### config.mk
export PLATFORM = sky130hd
export DESIGN_NAME = conv_window_buffer
export DESIGN_NICKNAME = d
export VERILOG_FILES = /design/src/rtl/conv_window_buffer.sv
export SDC_FILE = /design/constraint.sdc
export NUM_CORES = 1
export LEC_CHECK = 0
export BUFFER_PORTS_ARGS = -buffer_cell sky130_fd_sc_hd__buf_4
export CAP_MARGIN = 5
export CORE_MARGIN = 4
export CORE_UTILIZATION = 30
export DETAILED_ROUTE_END_ITERATION = 16
export PLACE_DENSITY_LB_ADDON = 0.3
export SLEW_MARGIN = 20
export SYNTH_ARGS = -nofsm -noshare
export SYNTH_HDL_FRONTEND = slang
export SYNTH_SLANG_ARGS = --single-unit
### constraint.sdc
create_clock -name clk -period 7.6 [get_ports clk]
set_input_delay 1.14 -clock clk [delete_from_list [all_inputs] [get_ports clk]]
set_output_delay 1.14 -clock clk [all_outputs]
set_load 0.01 [all_outputs]
### src/rtl/conv_window_buffer.sv
// conv_window_buffer
//   Streaming KxK sliding-window generator (valid convolution, no padding).
//   Pixels arrive one per handshake in raster order; K-1 line buffers hold
//   the previous rows so that each accepted pixel completes one new window
//   column. Completed windows go to a single registered output slot with
//   valid/ready backpressure.
//
// Ports
//   clk        rising-edge clock
//   rst        asynchronous active-low reset
//   clr        synchronous clear, same effect as reset
//   inValid    dataIn carries a pixel
//   inReady    block can accept a pixel this cycle
//   dataIn     pixel, raster order
//   outValid   windowOut/outRow/outCol hold a valid window
//   outReady   consumer takes the window this cycle
//   windowOut  element (r,c) at [(r*K+c)*DATA_W +: DATA_W], r=0 oldest row
//   outRow     image row of window element (0,0)
//   outCol     image column of window element (0,0)
//   frameDone  one-cycle pulse after the last window of a frame is taken
module conv_window_buffer #(
    parameter int DATA_W = 8,
    parameter int IMG_W  = 28,
    parameter int IMG_H  = 28,
    parameter int K      = 3
) (
    input  logic                       clk,
    input  logic                       rst,
    input  logic                       clr,
    input  logic                       inValid,
    output logic                       inReady,
    input  logic [DATA_W-1:0]          dataIn,
    output logic                       outValid,
    input  logic                       outReady,
    output logic [K*K*DATA_W-1:0]      windowOut,
    output logic [$clog2(IMG_H)-1:0]   outRow,
    output logic [$clog2(IMG_W)-1:0]   outCol,
    output logic                       frameDone
);

    localparam int CW = $clog2(IMG_W);
    localparam int RW = $clog2(IMG_H);
    localparam int WW = K*K*DATA_W;

    localparam logic [0:0] S_FILL = 1'b0;
    localparam logic [0:0] S_RUN  = 1'b1;

    localparam logic [CW-1:0] COL_LAST     = CW'(IMG_W-1);
    localparam logic [CW-1:0] COL_OFS      = CW'(K-1);
    localparam logic [CW-1:0] COL_LAST_WIN = CW'(IMG_W-K);
    localparam logic [RW-1:0] ROW_LAST     = RW'(IMG_H-1);
    localparam logic [RW-1:0] ROW_FILL_END = RW'(K-2);
    localparam logic [RW-1:0] ROW_OFS      = RW'(K-1);
    localparam logic [RW-1:0] ROW_LAST_WIN = RW'(IMG_H-K);

    logic [CW-1:0]     r_col;
    logic [RW-1:0]     r_row;
    logic [0:0]        r_state;
    logic [WW-1:0]     r_win;
    logic [DATA_W-1:0] r_lb [K-1][IMG_W];

    logic              r_out_valid;
    logic [WW-1:0]     r_out_win;
    logic [RW-1:0]     r_out_row;
    logic [CW-1:0]     r_out_col;
    logic              r_frame_done;

    logic              w_in_ready;
    logic              w_accept;
    logic              w_produce;
    logic              w_out_take;
    logic [DATA_W-1:0] w_col_in [K];
    logic [WW-1:0]     w_win_next;

    assign w_in_ready = !clr && (!r_out_valid || outReady);
    assign w_accept   = inValid && w_in_ready;
    assign w_out_take = r_out_valid && outReady;
    assign w_produce  = w_accept && (r_state == S_RUN) && (r_col >= COL_OFS);

    // Incoming window column: rows 0..K-2 come from the line buffers at the
    // current column (read before this cycle's write), row K-1 is the pixel.
    always_comb begin
        for (int r = 0; r < K-1; r++) begin
            w_col_in[r] = r_lb[r][r_col];
        end
        w_col_in[K-1] = dataIn;
    end

    always_comb begin
        w_win_next = '0;
        for (int r = 0; r < K; r++) begin
            for (int c = 0; c < K; c++) begin
                if (c < K-1) begin
                    w_win_next[(r*K+c)*DATA_W +: DATA_W] = r_win[(r*K+c+1)*DATA_W +: DATA_W];
                end else begin
                    w_win_next[(r*K+c)*DATA_W +: DATA_W] = w_col_in[r];
                end
            end
        end
    end

    // Storage that is never exposed without a refill: no reset needed.
    // Buffer r takes the column from buffer r+1, so buffer 0 is the oldest row.
    always_ff @(posedge clk) begin
        if (w_accept) begin
            r_win <= w_win_next;
            for (int r = 0; r < K-1; r++) begin
                r_lb[r][r_col] <= w_col_in[r+1];
            end
        end
    end

    always_ff @(posedge clk or negedge rst) begin
        if (!rst) begin
            r_col   <= '0;
            r_row   <= '0;
            r_state <= S_FILL;
        end else if (clr) begin
            r_col   <= '0;
            r_row   <= '0;
            r_state <= S_FILL;
        end else if (w_accept) begin
            if (r_col == COL_LAST) begin
                r_col <= '0;
                if (r_row == ROW_LAST) begin
                    r_row   <= '0;
                    r_state <= S_FILL;
                end else begin
                    r_row <= r_row + 1'b1;
                    if (r_row == ROW_FILL_END) r_state <= S_RUN;
                end
            end else begin
                r_col <= r_col + 1'b1;
            end
        end
    end

    // Output slot: a new window wins over the clear caused by a handshake.
    always_ff @(posedge clk or negedge rst) begin
        if (!rst) begin
            r_out_valid  <= 1'b0;
            r_out_win    <= '0;
            r_out_row    <= '0;
            r_out_col    <= '0;
            r_frame_done <= 1'b0;
        end else if (clr) begin
            r_out_valid  <= 1'b0;
            r_out_win    <= '0;
            r_out_row    <= '0;
            r_out_col    <= '0;
            r_frame_done <= 1'b0;
        end else begin
            r_frame_done <= w_out_take && (r_out_row == ROW_LAST_WIN) && (r_out_col == COL_LAST_WIN);
            if (w_produce) begin
                r_out_valid <= 1'b1;
                r_out_win   <= w_win_next;
                r_out_row   <= r_row - ROW_OFS;
                r_out_col   <= r_col - COL_OFS;
            end else if (w_out_take) begin
                r_out_valid <= 1'b0;
            end
        end
    end

    assign inReady   = w_in_ready;
    assign outValid  = r_out_valid;
    assign windowOut = r_out_win;
    assign outRow    = r_out_row;
    assign outCol    = r_out_col;
    assign frameDone = r_frame_done;

endmodule

==> summary.md <==
| Metric | Value |
|---|---|
| Register area | `0.0173 mm2` |
| Max Clk Rate | `approximately 260 MHz` |
| Launch point of the worst reg-to-reg path | `r_col[0]` |
| R2R Setup Slk | `about 3800 ps` |
| Clock tree buffer depth | `3` |
| Gr usage total | `0.131` |
| Top-level I/O count | `~100` |
| Synthesized Nets | `between 1,000 and 1,500` |
| Via count | `11,886` |
| Grt ovf | `0` |
| Fin crit period | `3860 ps` |
| Area contributors post-synth | `edfxtp_1 (65%), dfrtp_1 (10%), mux4_2 (6.6%)` |
| Post-CTS Hold Fix Bufs | `0` |
| Critical path arrival | `4370 ps` |
| Die area | `approximately 0.081 mm2` |
| Die width | `around 280 um` |
| # clock sinks | `591` |
| Max-cap violations | `0` |
| Ys async rst share | `0.161` |
| Dpl ws | `~3000 ps` |
| Most common cell after layout, fill and taps aside | `edfxtp_1` |
| Nets | `1,436` |
| RR Endpoint | `r_lb[0][186]` |
| RSZ-0062 raised after global routing | `no` |
| DR DRC count | `0` |
| RePlAce Congestion | `0.776` |
| Setup crit end kind | `register` |
| Worst R2R Path Depth | `5` |
| Post-synth top flop | `edfxtp_1` |
| Mapped Cells | `1,283` |
| Largest net degree at the start of global routing | `approximately 130` |
| Worst IR drop on VDD | `0.000209 V` |
| P&R area growth vs syn | `16.1%` |
| DRT iter0 DRCs | `~1,000` |
| Setup slack after layout | `around 3700 ps` |
| Final Slew Violations | `0` |
| Worst EP required | `just over 8000 ps` |
| Insertion delay to the later sink of the worst-skew pair | `roughly 620 ps` |
| Synth Register Bits | `591` |
| DRT antenna net count | `0` |
| Setup crit end | `windowOut[45]` |
| Multi-input logic area | `between 0.005 and 0.006 mm2` |
| Post-Route WL | `around 54,000 um` |
| Worst-Margin Slew | `around 1000 ps` |
| Post-CTS Setup Bufs | `0` |
| Vias in the first global route | `between 10,000 and 15,000` |
| Mapped Avg Cell Area | `17.9 um2` |
| Port bufs | `between 90 and 100` |
| Final setup violating endpoints | `0` |
| PostCTS Resize Cnt | `0` |
| PwrDens | `between 200 and 300 mW/mm2` |
| Synth Warn # | `0` |
| FP Rows | `about 100` |
| CTS Buf Count | `58` |
| Post-synth top area share | `0.649` |
| Share of cells above drive strength 1 | `0.224` |
| Total Neg Setup Slack | `0 ps` |
| Clock skew | `26.5 ps` |
| Area leader, netlist | `edfxtp_1` |
| Post-layout util | `0.351` |
| Post-DP HPWL | `around 33,000 um` |
| CP Launch Type | `primary input` |
| Die height | `approximately 280 um` |
| Initial Utilization | `0.302` |
| Pleak | `about 0.0090 uW` |
| Core ar. | `~0.076 mm2` |
| Initial antenna violation count | `1` |
| Status | `completed` |
| Hold slack | `449 ps` |
| Clock transition at path regs | `~60 ps` |
| Fin crit share | `0.508` |
| Synthesized cell area | `between 0.02 and 0.025 mm2` |
| Worst hold stages | `0` |
| First-pass GRT wire length | `a little over 80,000 um` |
| CTS tree | `yes` |
| CP Class | `in -> reg` |
| Post-synth EDFFs | `between 400 and 500` |
| H-tree Lvls | `2` |
| Root buf cell | `clkbuf_16` |
| Vias/cell | `just under 5` |
| Crit path max fanout | `79` |
| Sequential area share after synthesis | `0.753` |
| Wire length per cell | `~22 um` |
| Setup crit start | `clr` |
| Drt pass-1 iters | `5` |
| Worst rel slew slack | `0.309` |
| Fill cells | `a little over 7,000` |
| Library cells used by synthesis | `between 50 and 60` |
| Endpoints failing hold | `0` |
| Most frequent cells in the layout | `edfxtp_1 (496), nand2_1 (148), buf_4 (142)` |
| HP Class | `reg -> reg` |
## critical path, stage by stage
cell	delay (ps)
buf_4	170
inv_2	50
buf_4	600
and3_2	410
buf_4	540
nand3_1	760
and3_1	490
a31o_1	190
## where the power goes
| part | leakage, uW | internal (uW) | switching [uW] |
|---|---|---|---|
| clock | 0.000881 | 1530 | 1200 |
| combinational | 0.00231 | 174 | 308 |
| sequential | 0.00580 | 3610 | 38.2 |
## layer usage
layer,vias to the layer above,share of wire,GRT usage
met4,0,0.014,0.0267
li1,5295,-,-
met5,-,0,0
met2,323,0.46,0.200
met1,6210,0.48,0.196
met3,58,0.055,0.0240
## area by class of cell
type / instances / share of cell area
tap: 978 / 0.0459
sequential: 591 / 0.649
timing repair buffer: 143 / 0.0411
inverter: 6 / 0.000846
clock inverter: 25 / 0.00789
clock buffer: 82 / 0.0598
antenna: 1 / 0.0000940
multi-input combinational: 613 / 0.196
## worst min path at each step
stage                   start      endpoint  slack (ps)
floorplan            r_win[8]  windowOut[0]         430
global placement    r_win[65]     r_win[57]         430
detailed placement  r_win[43]     r_win[35]         430
CTS                 r_win[68]     r_win[60]         450
global route        r_win[65]     r_win[57]         460
finish              r_win[43]     r_win[35]         450
## per-stage QoR
step / instances / power [uW] / cell area [um2]
after global routing: 2438 / 7120 / 26600
after global placement: 2330 / 4200 / 24800
final: 2439 / 6860 / 26600
after detailed placement: 2330 / 4210 / 24800
after floorplan: 1283 / 4010 / 22900
after CTS: 2437 / 6940 / 26600
## sequential cells by signal, indices dropped and copies added (netlist names)
name	cells
windowOut	72
r_lb	448
r_state	1
outCol	5
outRow	5
r_row	5
outValid	1
frameDone	1
r_col	5
r_win	48
## logic make-up after synthesis
group                    synth area share
flip-flops                          0.753
multiplexers                        0.115
XOR/XNOR                          0.00229
AND/OR/NAND/NOR                    0.0512
AO/OA/AOI/OAI                      0.0519
buffers and inverters              0.0214
adder cells (fa/ha/maj)           0.00546
## cell usage after synthesis, types with 3 or more instances
cell,count
edfxtp_1,496
nand2_1,148
dfrtp_1,95
o21ai_0,69
mux4_2,67
mux2i_1,64
nor2_1,41
clkbuf_1,30
buf_2,21
nand3_1,21
a21oi_1,17
a22oi_1,14
mux4_1,13
mux2_2,12
o221ai_1,12
a22o_1,11
and3_1,10
ha_1,10
o22ai_1,10
and2_1,8
nand2b_1,8
nor2b_1,7
nor3_1,7
a21o_1,6
buf_12,6
buf_4,6
buf_6,5
inv_1,5
nand4_1,5
xnor2_1,5
a211oi_2,4
a22oi_2,4
a31o_1,4
buf_1,4
o32a_1,4
a21oi_2,3
o21ai_1,3
Power figures use the tool's default switching activity.
